File: src/rtl/spi_slave_port_if.sv
// spi_slave_port_if
// Local-side bus of the SPI slave port: the one-entry TX buffer handshake,
// the RX word handshake, the sticky status flags and the interrupt line.
//
// Signals:
//   tx_data/tx_valid/tx_ready  word queued for the next SPI frame
//   rx_data/rx_valid/rx_ready  last complete word received from the master
//   status                     sticky {frame_err, rx_overrun, tx_underrun}
//   status_clr                 single-cycle pulse clearing status
//   spi_irq                    rx_valid OR any status bit
//
// Modports: slave (the port itself), master (the local host driving it).
interface spi_slave_port_if #(
    parameter int DATA_WIDTH = 32
);
    logic [DATA_WIDTH-1:0] tx_data;
    logic                  tx_valid;
    logic                  tx_ready;
    logic [DATA_WIDTH-1:0] rx_data;
    logic                  rx_valid;
    logic                  rx_ready;
    logic [2:0]            status;
    logic                  status_clr;
    logic                  spi_irq;

    modport slave (
        input  tx_data, tx_valid, rx_ready, status_clr,
        output tx_ready, rx_data, rx_valid, status, spi_irq
    );

    modport master (
        output tx_data, tx_valid, rx_ready, status_clr,
        input  tx_ready, rx_data, rx_valid, status, spi_irq
    );
endinterface

File: src/rtl/spi_slave_port.sv
// spi_slave_port
// SPI mode-0 slave, MSB first, oversampled by the system clock (clk must be
// at least 4x sclk). sclk, ss and mosi are synchronized into the clk domain
// and edges are found by comparing consecutive synchronized samples.
//
// Ports:
//   clk, rst        system clock, asynchronous active-high reset
//   sclk, ss, mosi  SPI inputs from the master (ss active low)
//   miso, miso_oe   SPI output and its enable (0 while idle)
//   bus             local-side handshakes, status and irq (slave modport)
module spi_slave_port #(
    parameter int DATA_WIDTH  = 32,
    parameter int SYNC_STAGES = 2
) (
    input  logic              clk,
    input  logic              rst,
    input  logic              sclk,
    input  logic              ss,
    input  logic              mosi,
    output logic              miso,
    output logic              miso_oe,
    spi_slave_port_if.slave   bus
);

    localparam int CNT_W = $clog2(DATA_WIDTH) + 1;

    typedef enum logic [1:0] {
        IDLE,
        ACTIVE,
        DONE
    } state_t;

    state_t state, state_next;

    logic [SYNC_STAGES-1:0] sclk_sync, ss_sync, mosi_sync;
    logic                   sclk_prev, ss_prev;
    logic [SYNC_STAGES:0]   ss_vld;

    logic sclk_s, ss_s, mosi_s;
    logic sclk_rise, sclk_fall, ss_fall, ss_rise;

    logic [CNT_W-1:0]      cnt;
    logic                  cnt_full;
    logic [DATA_WIDTH-1:0] rx_shift, tx_shift, tx_buf, rx_data;
    logic                  tx_full, rx_valid, tx_write;
    logic [2:0]            status, status_set;

    logic start_frame, abort_frame, frame_done, shift_in, shift_out;

    // ss_vld marks which synchronized ss samples were taken after reset, so
    // an ss already low across reset is never mistaken for a fresh falling edge.
    always_ff @(posedge clk or posedge rst) begin
        if (rst) begin
            sclk_sync <= '0;
            ss_sync   <= '1;
            mosi_sync <= '0;
            sclk_prev <= 1'b0;
            ss_prev   <= 1'b1;
            ss_vld    <= '0;
        end else begin
            sclk_sync <= {sclk_sync[SYNC_STAGES-2:0], sclk};
            ss_sync   <= {ss_sync[SYNC_STAGES-2:0], ss};
            mosi_sync <= {mosi_sync[SYNC_STAGES-2:0], mosi};
            sclk_prev <= sclk_sync[SYNC_STAGES-1];
            ss_prev   <= ss_sync[SYNC_STAGES-1];
            ss_vld    <= {ss_vld[SYNC_STAGES-1:0], 1'b1};
        end
    end

    assign sclk_s    = sclk_sync[SYNC_STAGES-1];
    assign ss_s      = ss_sync[SYNC_STAGES-1];
    assign mosi_s    = mosi_sync[SYNC_STAGES-1];
    assign sclk_rise = sclk_s & ~sclk_prev;
    assign sclk_fall = ~sclk_s & sclk_prev;
    assign ss_fall   = ss_vld[SYNC_STAGES] & ss_prev & ~ss_s;
    assign ss_rise   = ss_vld[SYNC_STAGES] & ~ss_prev & ss_s;
    assign cnt_full  = (cnt == CNT_W'(DATA_WIDTH));
    assign tx_write  = bus.tx_valid & ~tx_full;

    always_ff @(posedge clk or posedge rst) begin
        if (rst) state <= IDLE;
        else     state <= state_next;
    end

    // A completed word wins over a coincident ss rise; the rise is still
    // honoured so the FSM never waits in DONE for an edge already seen.
    always_comb begin
        state_next  = state;
        start_frame = 1'b0;
        abort_frame = 1'b0;
        frame_done  = 1'b0;
        shift_in    = 1'b0;
        shift_out   = 1'b0;
        case (state)
            IDLE: begin
                if (ss_fall) begin
                    start_frame = 1'b1;
                    state_next  = ACTIVE;
                end
            end
            ACTIVE: begin
                if (cnt_full) begin
                    frame_done = 1'b1;
                    state_next = ss_rise ? IDLE : DONE;
                end else if (ss_rise) begin
                    abort_frame = 1'b1;
                    state_next  = IDLE;
                end else begin
                    shift_in  = sclk_rise;
                    shift_out = sclk_fall;
                end
            end
            DONE: begin
                if (ss_rise) state_next = IDLE;
            end
            default: state_next = IDLE;
        endcase
    end

    // At frame start a full buffer is moved into tx_shift; otherwise a write
    // landing in that same cycle goes straight to tx_shift and never fills it.
    always_ff @(posedge clk or posedge rst) begin
        if (rst) begin
            cnt      <= '0;
            rx_shift <= '0;
            tx_shift <= '0;
            tx_buf   <= '0;
            tx_full  <= 1'b0;
        end else if (start_frame) begin
            cnt      <= '0;
            rx_shift <= '0;
            if (tx_full) begin
                tx_shift <= tx_buf;
                tx_full  <= 1'b0;
            end else if (tx_write) begin
                tx_shift <= bus.tx_data;
            end else begin
                tx_shift <= '0;
            end
        end else begin
            if (tx_write) begin
                tx_buf  <= bus.tx_data;
                tx_full <= 1'b1;
            end
            if (abort_frame) begin
                cnt      <= '0;
                tx_shift <= '0;
            end
            if (shift_in) begin
                rx_shift <= {rx_shift[DATA_WIDTH-2:0], mosi_s};
                cnt      <= cnt + CNT_W'(1);
            end
            if (shift_out) begin
                tx_shift <= {tx_shift[DATA_WIDTH-2:0], 1'b0};
            end
        end
    end

    // A completing word is dropped only if the previous one is still unread
    // and not being consumed in this very cycle.
    always_ff @(posedge clk or posedge rst) begin
        if (rst) begin
            rx_data  <= '0;
            rx_valid <= 1'b0;
        end else if (frame_done && !(rx_valid && !bus.rx_ready)) begin
            rx_data  <= rx_shift;
            rx_valid <= 1'b1;
        end else if (rx_valid && bus.rx_ready) begin
            rx_valid <= 1'b0;
        end
    end

    assign status_set = {abort_frame,
                         frame_done & rx_valid & ~bus.rx_ready,
                         start_frame & ~tx_full & ~tx_write};

    // Sets are OR-ed in after the clear so a same-cycle event survives it.
    always_ff @(posedge clk or posedge rst) begin
        if (rst) status <= '0;
        else     status <= (bus.status_clr ? 3'b000 : status) | status_set;
    end

    assign miso_oe      = (state != IDLE);
    assign miso         = miso_oe & tx_shift[DATA_WIDTH-1];
    assign bus.tx_ready = ~tx_full;
    assign bus.rx_data  = rx_data;
    assign bus.rx_valid = rx_valid;
    assign bus.status   = status;
    assign bus.spi_irq  = rx_valid | (|status);

endmodule

File: src/flat_wrapper.sv
// flat-port wrapper written by rule: the top's interface ports become plain ports
module spi_slave_port_flat 
#(
    parameter int DATA_WIDTH  = 32,
    parameter int SYNC_STAGES = 2
)
  (clk, rst, sclk, ss, mosi, miso, miso_oe, bus_tx_data, bus_tx_valid, bus_rx_ready, bus_status_clr, bus_tx_ready, bus_rx_data, bus_rx_valid, bus_status, bus_spi_irq);
  spi_slave_port_if #(.DATA_WIDTH(DATA_WIDTH)) bus_i ();
  input  logic clk;
  input  logic rst;
  input  logic sclk;
  input  logic ss;
  input  logic mosi;
  output logic miso;
  output logic miso_oe;
  input wire logic [$bits(bus_i.tx_data)-1:0] bus_tx_data;
  input wire logic [$bits(bus_i.tx_valid)-1:0] bus_tx_valid;
  input wire logic [$bits(bus_i.rx_ready)-1:0] bus_rx_ready;
  input wire logic [$bits(bus_i.status_clr)-1:0] bus_status_clr;
  output wire logic [$bits(bus_i.tx_ready)-1:0] bus_tx_ready;
  output wire logic [$bits(bus_i.rx_data)-1:0] bus_rx_data;
  output wire logic [$bits(bus_i.rx_valid)-1:0] bus_rx_valid;
  output wire logic [$bits(bus_i.status)-1:0] bus_status;
  output wire logic [$bits(bus_i.spi_irq)-1:0] bus_spi_irq;
  assign bus_i.tx_data = bus_tx_data;
  assign bus_i.tx_valid = bus_tx_valid;
  assign bus_i.rx_ready = bus_rx_ready;
  assign bus_i.status_clr = bus_status_clr;
  assign bus_tx_ready = bus_i.tx_ready;
  assign bus_rx_data = bus_i.rx_data;
  assign bus_rx_valid = bus_i.rx_valid;
  assign bus_status = bus_i.status;
  assign bus_spi_irq = bus_i.spi_irq;
  spi_slave_port #(.DATA_WIDTH(DATA_WIDTH), .SYNC_STAGES(SYNC_STAGES)) u_core (.clk(clk), .rst(rst), .sclk(sclk), .ss(ss), .mosi(mosi), .miso(miso), .miso_oe(miso_oe), .bus(bus_i));
endmodule
File: config.mk
export PLATFORM = sky130hd
export DESIGN_NAME = spi_slave_port_flat
export DESIGN_NICKNAME = d
export VERILOG_FILES = /design/src/rtl/spi_slave_port_if.sv /design/src/rtl/spi_slave_port.sv /design/src/flat_wrapper.sv
export SDC_FILE = /design/constraint.sdc
export NUM_CORES = 1
export LEC_CHECK = 0
export ABC_AREA = 1
export ABC_CLOCK_PERIOD_IN_PS = 6420
export BUFFER_PORTS_ARGS = -buffer_cell sky130_fd_sc_hd__buf_2
export CELL_PAD_IN_SITES_DETAIL_PLACEMENT = 1
export CELL_PAD_IN_SITES_GLOBAL_PLACEMENT = 2
export CORE_MARGIN = 2
export CORE_UTILIZATION = 35
export CTS_BUF_LIST = sky130_fd_sc_hd__clkbuf_16
export DETAILED_ROUTE_END_ITERATION = 7
export HOLD_SLACK_MARGIN = 0.02
export PLACE_DENSITY_LB_ADDON = 0.1
export SKIP_CTS_REPAIR_TIMING = 1
export SLEW_MARGIN = 30
export SYNTH_ARGS = -nofsm -noshare
export SYNTH_HDL_FRONTEND = slang
export SYNTH_SLANG_ARGS = --single-unit
File: constraint.sdc
create_clock -name clk -period 6.42 [get_ports clk]
set_input_delay 0.642 -clock clk [delete_from_list [all_inputs] [get_ports clk]]
set_output_delay 0.642 -clock clk [all_outputs]
set_load 0.02 [all_outputs]
* Word level (Yosys, flattened, before mapping)
Index checks and enable logic that the tools add are counted.
W data, S select, Z words.
** Storage, ports and cells
- Latch bits :: 0
- Bits in writable memories :: 0
- ROM bits :: 0
- Register bits after elaboration :: 152
- Bits of input ports :: 40
- Memories :: 0
- Output and inout port bits :: 40
- Logic and storage cells :: 89
** Operators by class
- Order comparisons :: 0
- Muxes and demuxes :: 33
- $add $sub $neg :: 1
- Bitwise gates (word level) :: 22
- Reductions and logical operators :: 14
- Shift-type cells :: 0
- Divide/modulo/power cells :: 0
- Multipliers :: 0
- Equality and inequality tests :: 4
** Operators by type and width (number)
- $mux W32 :: 7
- $mux W6 :: 3
- $mux W1 :: 17
- $and A1 B1 Y1 :: 12
- $mux W2 :: 4
- $not A1 Y1 :: 8
- $reduce_bool A2 Y1 :: 4
- $add A6 B1 Y6 const B :: 1
- $eq A6 B6 Y1 const B :: 1
- $pmux W2 S3 :: 1
- $reduce_bool A3 Y1 :: 2
- $logic_and A1 B1 Y1 :: 3
- $mux W3 :: 1
- $or A3 B3 Y3 :: 1
- $reduce_or A3 Y1 :: 1
- $eq A2 B1 Y1 const B :: 1
- $eq A2 B2 Y1 const B :: 1
- $logic_not A1 Y1 :: 2
- $logic_not A2 Y1 :: 1
- $ne A2 B1 Y1 const B :: 1
- $reduce_and A2 Y1 :: 1
- $or A1 B1 Y1 :: 1

* Longest topological paths before layout
Gate-level depths: netlist of run 1.
- Word-level depth :: 9
- Depth in mapped cells :: 11

* Worst setup path after synthesis of run 1
Ideal clock, no wire load.
- Path type :: register -> register
- Start point :: reg u_core.cnt[0]
- End point :: reg u_core.cnt[3]
- Setup time :: 118 ps
- Stages on the path, launching flop included :: 12
- Period minus slack after synthesis :: 1477 ps
- Data required time :: 6302 ps
- Buffers on the path :: 2
- Arrival time :: 1358 ps
- Setup slack :: 4943 ps
- Cell sequence :: dfrtp_1 -> inv_1 -> ha_1 -> nand2_1 -> inv_1 -> nand3_2 -> inv_2 -> nor2_2 -> buf_6 -> buf_6 -> nand3b_1 -> nand2_1
** On the way
- Longest elaborated chain between the ends :: 5
** Ends and longest elaborated chain
- from (decl) :: RTL line spi_slave_port.sv:42 : logic [CNT_W-1:0] cnt;
- from (signal assigned) :: RTL line spi_slave_port.sv:151 : cnt <= cnt + CNT_W'(1);
- parallel branches: the longest is 5 deep, another holds $add A6 B1 Y6
Several ways; the timed one is not identified.
A chain may end at the register's enable or synchronous reset.

* Worst setup path in the final report of run 1
- Start point :: reg u_core.cnt[0]
- End point :: reg u_core.tx_shift[26]
** On the way
- Longest elaborated chain between the ends :: 5
** Ends and longest elaborated chain
- $eq A6 B6 Y1 (*) :: RTL line spi_slave_port.sv:77 : assign cnt_full = (cnt == CNT_W'(DATA_WIDTH));
- $mux W1 :: RTL line spi_slave_port.sv:102 : if (cnt_full) begin
- $mux W1 :: RTL line spi_slave_port.sv:94 : case (state)
- $mux W32 :: RTL line spi_slave_port.sv:153 : if (shift_out) begin
- $mux W32 :: RTL line spi_slave_port.sv:129 : end else if (start_frame) begin
- to (signal assigned) :: RTL line spi_slave_port.sv:133 : tx_shift <= tx_buf;
- to (signal assigned) :: RTL line spi_slave_port.sv:136 : tx_shift <= bus.tx_data;
- to (signal assigned) :: RTL line spi_slave_port.sv:154 : tx_shift <= {tx_shift[DATA_WIDTH-2:0], 1'b0};
- to (decl) :: RTL line spi_slave_port.sv:44 : logic [DATA_WIDTH-1:0] rx_shift, tx_shift, tx_buf, rx_data;
Mark *: on every way between the ends. The rest lies on a longest branch, timed or not.

==> results.yml, run 1 <==
status:
  outcome: "finished clean"
drt:
  drt_pass1_iterations: 4
  viasPerCell: 4.76
  drtAntennaViolNets: 0
  wire_per_inst_um: 14.2
  drcViolationCount: 0
  wl_mm: 16.1
  drt_iter0_markers: 242
  detailroute.via_count: 5390
die:
  initial_core_util_pct: 35.8
  die_area_um2: 20400
  core_um2: 18800
  io_pins: 80
  core.rowCount: 50
  die_w_um: 143
  floorplan.die.height_um: 143
timing:
  timing_worst_slew_pin_value_ns: 0.802
  setup_viol: 0
  finalWorstPathRequiredPeriod_ns: 2.81
  clock-skew-final_ns: 0.0128
  maxSlewHeadroom_pct: 46.5
  unrepaired_setup_endpoints_after_global_routing: "false"
  min_period_over_period_pct: 43.8
  timing_hold_violations_final: 0
  setup_tns_ns: 0
  achievable-frequency_mhz: 356
  drv_slew: 0
finish:
  area_growth_syn_to_layout_pct: 16.4
  nNetsFinal: 901
  final_util_pct: 41.7
  inserted_diodes: 0
  drive_above_1_share_pct: 15.6
worst_setup_path:
  critPathLaunch: "u_core.cnt[0]$_DFFE_PP0P_"
  critical_path_required_ns: 6.77
  crit_path_cell_trace: "inv_1, ha_1, nand2_1, inv_1, nand3_2, nand2_1, buf_4, nand4_1, nand2_1"
  path_common_cell: "sky130_fd_sc_hd__nand2_1"
  slowest_stage: "sky130_fd_sc_hd__nand2_1"
  cpPeakStageDelay_ns: 0.71
  crit_path_kind: "reg2reg"
  timing.critical_path.from_type: "flip-flop"
  end_kind: "flip-flop"
  reg2regPathDepth: 9
  origin_of_the_critical_flop_to_flop_path: "u_core.cnt[0]$_DFFE_PP0P_"
  timing.critical_path.arrival_ns: 3.16
  critical_path_peak_fanout: 35
hold_path:
  worstHoldPathCells: 1
  timing.hold.worst.class: "in2reg"
  hp-start: "mosi"
cts:
  cts_inserted_buffers: 17
  clkSinkCount: 152
  ctsRootBufferMaster: "sky130_fd_sc_hd__clkbuf_16"
  clk_path_buf_depth: 2
  cts_htree_levels: 4
  insertion_delay_ns: 0.42
  cts.reportedPaths.clkPinSlew_ns: 0.06
  cts_tree: "done"
place:
  post-dp-hpwl_mm: 9.82
  io_buffer_count: 79
  last_weighted_congestion_value_of_the_routability_driven_placer: 0.688
global_routing:
  grt_most_used_layer: "met2"
  groute.layer.met2.usage_pct: 29.2
  grt_remaining_overflow: 0
  pin_count_of_the_biggest_net_entering_global_routing: 85
  globalRouteMet3Util_pct: 3.15
  globalRouteMet1Util_pct: 21.4
  first_pass_grt_wire_length_mm: 27.9
  number_of_antenna_violations_at_the_first_check_in_global_routing: 0
  all_layer_gr_usage_pct: 17.0
  grt_pass1_vias: 5834
synth:
  synth_area_per_cell_um2: 8.41
  mappedNetlistNets: 844
  synthesis.yosys.warnings: 0
  part_of_the_yosys_area_used_for_sequential_elements_pct: 56.4
  synth-edff-count: 0
  leading_cell_type_by_number_of_instances_after_synthesis: "sky130_fd_sc_hd__nand2_1"
  syn-cell-area_um2: 6750
  synthDistinctLibCells: 28
  synth_async_sr_flop_share_pct: 100
  synth_top_cells_by_area: "sky130_fd_sc_hd__dfrtp_1 55%, sky130_fd_sc_hd__nand2_1 14%, sky130_fd_sc_hd__inv_1 6.3%"
  post-synth-top-area-fraction_pct: 55.3
  ys.flop_type: "sky130_fd_sc_hd__dfrtp_1"
  syn-instance-count: 802
  yosys.area.top_type: "sky130_fd_sc_hd__dfrtp_1"
  synth_top_cells_by_count: "247 x sky130_fd_sc_hd__nand2_1, 149 x sky130_fd_sc_hd__dfrtp_1, 113 x sky130_fd_sc_hd__inv_1"
  synth_seq_cells: 152
power_and_ir_drop:
  power.switching_mw: 0.741
  seq_power_share_pct: 47.3
  p_per_area_nw_per_um2: 334
  power.switching_fraction_pct: 28.2
  share_clk_of_total_power_pct: 38.5
  vdd.ir_drop.worst_v: 0.000182
  cellInternalPower_mw: 1.88
  share_comb_of_total_power_pct: 14.3
  leakagePower_nw: 4.03
job:
  max-cap-violations: 0
[power groups by stage]
stage	logic, mW	registers (mW)	clock network (mW)
5_1_grt	0.447	1.26	1.07
2_1_floorplan	0.302	1.22	0
6_report	0.374	1.24	1.01
3_3_place_gp	0.362	1.24	0
4_1_cts	0.385	1.24	1.04
3_5_place_dp	0.382	1.25	0
[registers in the layout, summed over array words and instances (netlist names)]
register / flops
u_core.sclk_prev: 1
u_core.bus.status: 3
u_core.tx_shift: 32
u_core.ss_sync: 2
u_core.ss_vld: 3
u_core.rx_shift: 32
u_core.ss_prev: 1
u_core.state: 2
u_core.cnt: 6
u_core.bus.rx_valid: 1
u_core.sclk_sync: 2
u_core.bus.rx_data: 32
u_core.tx_full: 1
u_core.mosi_sync: 2
u_core.tx_buf: 32
[area by class of cell]
| cell class | count | area, um^2 |
|---|---|---|
| well taps | 260 | 325 |
| repair buffers | 84 | 437 |
| flip-flops and latches | 152 | 3810 |
| clock buffers | 17 | 425 |
| fillers | 2261 | 11000 |
| inverters | 118 | 448 |
| multi-input cells | 486 | 2250 |
| clock inverters | 15 | 161 |
[cell usage in the layout, fill, tap and decap left out, drive strengths merged]
master    instances
nand3b            1
nand3            43
clkinvlp          4
nand4            40
buf              84
dfrtp           149
nand2           249
ha                2
bufinv            3
conb              1
or2               2
inv             122
o22ai             1
clkbuf           17
o21ai           131
clkinv            4
dfstp             3
a21oi             2
nor2             13
o31ai             1
[path summary, 6_finish.rpt]
kind / to / slack [ns]
worst min register to register: u_core.ss_vld[2]$_DFF_PP0_ / 0.35
max in group asynchronous: u_core.rx_shift[0]$_DFFE_PP0P_ / 4.89
worst max register to register: u_core.tx_shift[26]$_DFFE_PP0P_ / 3.61
worst min-delay path: u_core.mosi_sync[0]$_DFF_PP0_ / 0.33
min in group asynchronous: u_core.bus.rx_data[2]$_DFFE_PP0P_ / 0.36
worst max-delay path: u_core.tx_shift[26]$_DFFE_PP0P_ / 3.61
[metrics by stage]
step	worst slack (ns)	total power, mW	hold slack, ns	cell area [um^2]	instances
floorplan	1.69	1.52	0.331	6750	802
global placement	3.59	1.60	0.336	7260	1100
detailed placement	3.58	1.64	0.337	7260	1100
CTS	3.56	2.66	0.309	7850	1132
global route	3.32	2.78	0.309	7860	1132
finish	3.61	2.62	0.328	7860	1132
[kinds of logic after synthesis]
logic type                 count (synthesis)  synth area share, %
and+or+nand+nor                          348                 22.7
buffers and inverters                    164                 10.3
DFF                                      152                 56.4
AOI/OAI and AO/OA                        135                 10.1
adders and majority gates                  2                0.371
other                                      1               0.0556
[per-layer routing]
layer | routed length [um] | vias to the layer above
met4 | 302 | 0
li1 | - | 2645
met2 | 7710 | 75
met1 | 7660 | 2647
met5 | 0 | -
met3 | 423 | 23
[critical path: cells and delay by family (launching register included)]
| family | cells | cell delay (ns) |
|---|---|---|
| adders and majority gates | 1 | 0.14 |
| buffers and inverters | 3 | 0.58 |
| DFF | 1 | 0.41 |
| and+or+nand+nor | 5 | 1.60 |
(Power assumes the default switching activity.)
==> inputs of run 2 (changes only) <==
--- a/config.mk
+++ b/config.mk
@@ -5,13 +5,13 @@
 export SDC_FILE = /design/constraint.sdc
 export NUM_CORES = 1
 export LEC_CHECK = 0
-export ABC_AREA = 1
-export ABC_CLOCK_PERIOD_IN_PS = 6420
+export ABC_AREA = 0
+export ABC_CLOCK_PERIOD_IN_PS = 2800
 export BUFFER_PORTS_ARGS = -buffer_cell sky130_fd_sc_hd__buf_2
 export CELL_PAD_IN_SITES_DETAIL_PLACEMENT = 1
 export CELL_PAD_IN_SITES_GLOBAL_PLACEMENT = 2
 export CORE_MARGIN = 2
-export CORE_UTILIZATION = 35
+export CORE_UTILIZATION = 39
 export CTS_BUF_LIST = sky130_fd_sc_hd__clkbuf_16
 export DETAILED_ROUTE_END_ITERATION = 7
 export HOLD_SLACK_MARGIN = 0.02
==> constraint.sdc (replaced) <==
create_clock -name clk -period 2.8 [get_ports clk]
set_input_delay 0.28 -clock clk [delete_from_list [all_inputs] [get_ports clk]]
set_output_delay 0.28 -clock clk [all_outputs]
set_load 0.02 [all_outputs]
==> run 2 against run 1 <==
Routed wire length decreased by 14%. Clock power increased by 89%. Non-clock buffer count increased by 15. Worst hold slack got worse by 0.31 ns. Critical path type unchanged. Flip-flop and latch count unchanged. Synthesized cell count decreased by 37%. Area after synthesis decreased by 4.9%. Worst setup slack got worse by 2.9 ns. Final cell count decreased by 28%.
==> results.yml, run 2 <==
finish:
  layout_commonest_cell: "sky130_fd_sc_hd__dfrtp_1"
  inserted_diodes: 0
  drive_above_1_share_pct: 27.7
  final_area_um2: 7480
  area_growth_syn_to_layout_pct: 16.5
  most-common-layout-cells: "149 x sky130_fd_sc_hd__dfrtp_1, 79 x sky130_fd_sc_hd__buf_2, 43 x sky130_fd_sc_hd__mux2_1, 37 x sky130_fd_sc_hd__nor2_1, 35 x sky130_fd_sc_hd__nand2_1"
  final_util_pct: 46.7
  nNetsFinal: 629
synth:
  synth_top_cells_by_area: "sky130_fd_sc_hd__dfrtp_1 58%, sky130_fd_sc_hd__mux2_1 7.5%, sky130_fd_sc_hd__a221o_1 5.0%"
  synth_top_family_by_area: "compound AO/OA/AOI/OAI gates"
  yosys.area.top_type: "sky130_fd_sc_hd__dfrtp_1"
  syn-instance-count: 508
  post_synth_fa_ha_maj_area_fraction_pct: 0.390
  ys.flop_type: "sky130_fd_sc_hd__dfrtp_1"
  leading_cell_type_by_number_of_instances_after_synthesis: "sky130_fd_sc_hd__dfrtp_1"
  synth-simple-area-share_pct: 9.96
  mappedNetlistNets: 550
  synth_top_cells_by_count: "149 x sky130_fd_sc_hd__dfrtp_1, 43 x sky130_fd_sc_hd__mux2_1, 38 x sky130_fd_sc_hd__nor2_1"
  synthesis.yosys.warnings: 0
  synth_async_sr_flop_share_pct: 100
  synthDistinctLibCells: 46
  part_of_the_yosys_area_used_for_sequential_elements_pct: 59.3
  fraction_of_the_mapped_netlist_area_in_compound_gates_pct: 13.8
  synth_area_per_cell_um2: 12.6
  syn-cell-area_um2: 6420
  synthXorXnorAreaFrac_pct: 0.273
  synth_seq_cells: 152
  synth-edff-count: 0
  post-synth-top-area-fraction_pct: 58.1
  multiplexer_fraction_of_the_synthesized_cell_area_pct: 11.4
global_routing:
  first_pass_grt_wire_length_mm: 24.1
  all_layer_gr_usage_pct: 17.2
  grt_remaining_overflow: 0
  number_of_antenna_violations_at_the_first_check_in_global_routing: 0
  grt_pass1_vias: 4648
  pin_count_of_the_biggest_net_entering_global_routing: 102
die:
  floorplan.die.height_um: 132
  initial_core_util_pct: 40.1
  die_w_um: 132
  die_area_um2: 17500
  io_pins: 80
  core_um2: 16000
  core.rowCount: 46
cts:
  clkSinkCount: 152
  ctsRootBufferMaster: "sky130_fd_sc_hd__clkbuf_16"
  cts_htree_levels: 4
  clk_path_buf_depth: 2
  cts.reportedPaths.clkPinSlew_ns: 0.06
  cts_inserted_buffers: 17
  insertion_delay_ns: 0.42
  cts_tree: "done"
timing:
  final.setup.worst_slack_ns: 0.701
  finalWorstPathRequiredPeriod_ns: 2.10
  unrepaired_setup_endpoints_after_global_routing: "false"
  maxSlewHeadroom_pct: 56.0
  drv_slew: 0
  setup_tns_ns: 0
  min_period_over_period_pct: 74.9
  timing_hold_violations_final: 0
  timing_worst_slew_pin_value_ns: 0.657
  setup_viol: 0
  achievable-frequency_mhz: 477
  clock-skew-final_ns: 0.00620
  whs_ns: 0.0203
worst_setup_path:
  critical_path_peak_fanout: 29
  critPathLaunch: "u_core.state[0]$_DFFE_PP0P_"
  origin_of_the_critical_flop_to_flop_path: "u_core.state[0]$_DFFE_PP0P_"
  crit_path_cell_trace: "or2_1, or3_4, nand2_2, buf_4, mux2_2"
  critical_path_required_ns: 3.10
  worst_path_dominant_cell_family: "simple AND/OR/NAND/NOR gates"
  timing.critical_path.arrival_ns: 2.39
  regToRegSetupSlack_ns: 0.70
  cpPeakStageDelay_ns: 0.55
  critical_path_buf_inv_count: 1
  crit_path_kind: "reg2reg"
  slowest_stage: "sky130_fd_sc_hd__or3_4"
  timing.critical_path.from_type: "flip-flop"
  end_kind: "flip-flop"
place:
  last_weighted_congestion_value_of_the_routability_driven_placer: 0.725
  io_buffer_count: 79
  instance_area_at_placement_um2: 6960
  post-place-ws_ns: 0.675
  post-dp-hpwl_mm: 8.89
drt:
  drtAntennaViolNets: 0
  drt_pass1_iterations: 4
  detailroute.via_count: 4329
  wl_mm: 13.8
  wire_per_inst_um: 16.9
  drcViolationCount: 0
  drt_iter0_markers: 225
  viasPerCell: 5.31
status:
  outcome: "finished clean"
power_and_ir_drop:
  vdd.ir_drop.worst_v: 0.000446
  p_per_area_nw_per_um2: 772
  leakagePower_nw: 3.61
hold_path:
  timing.hold.worst.class: "in2async"
job:
  max-cap-violations: 0
run 2: cell types whose count changed in the layout (fill, tap and decap cells not counted), sizes merged, moves of 5 or more:
cell,previous run,this run
mux2,0,65
nand2,249,36
nand3,43,34
o21ai,131,32
nand4,40,0
clkinv,4,9
nor2,13,38
a221o,0,32
buf,84,96
a22oi,0,32
inv,122,12
run 2: per-stage QoR:
stage               instances  power, mW
floorplan                 508       3.63
global placement          781       3.84
detailed placement        781       3.91
CTS                       813       5.86
global route              816       6.12
finish                    816       5.77
run 2: tightest hold or removal path, delay by kind of cell:
kind / cells / cell delay (ns)
buffers and inverters: 3 / 0.60
run 2: final timing paths:
kind	to	depth (start not counted)
max	u_core.tx_buf[29]$_DFFE_PP0P_	5
min	u_core.bus.rx_data[25]$_DFFE_PP0P_	3
min reg2reg	u_core.ss_vld[2]$_DFF_PP0_	0
max in group asynchronous	u_core.tx_shift[28]$_DFFE_PP0P_	3
max reg2reg	u_core.tx_buf[29]$_DFFE_PP0P_	5
min in group clk	u_core.tx_buf[9]$_DFFE_PP0P_	2
run 2: per-layer routing:
layer  track usage (%)  vias to the layer above  part of all wire, %  routed length (um)
met4              6.09                        0                  1.3                 185
met2              26.4                       83                   47                6490
met1              24.0                     2234                   48                6580
met5                 0                        -                    0                   0
met3              4.19                       16                  3.8                 518
li1                  -                     1996                    -                   -
run 2: power breakdown:
| part | total (mW) | switching [mW] | internal (mW) |
|---|---|---|---|
| Sequential | 2.91 | 0.264 | 2.64 |
| Combinational | 0.955 | 0.453 | 0.502 |
| Clock | 1.91 | 0.824 | 1.08 |
run 2: layout make-up:
type,instances,area (um^2)
fill,1756,8520
sequential,152,3810
multi-input combinational,310,2320
timing repair buffer,99,566
clock buffer,17,425
tap,216,270
clock inverter,15,60.1
inverter,7,30.0
run 2: logic make-up after synthesis:
logic type               after synthesis
multiplexers                          65
AO/OA/AOI/OAI                        109
XOR/XNOR                               2
AND/OR/NAND/NOR                      131
buffers and inverters                 46
flip-flops                           152
other                                  1
adder cells (fa/ha/maj)                2
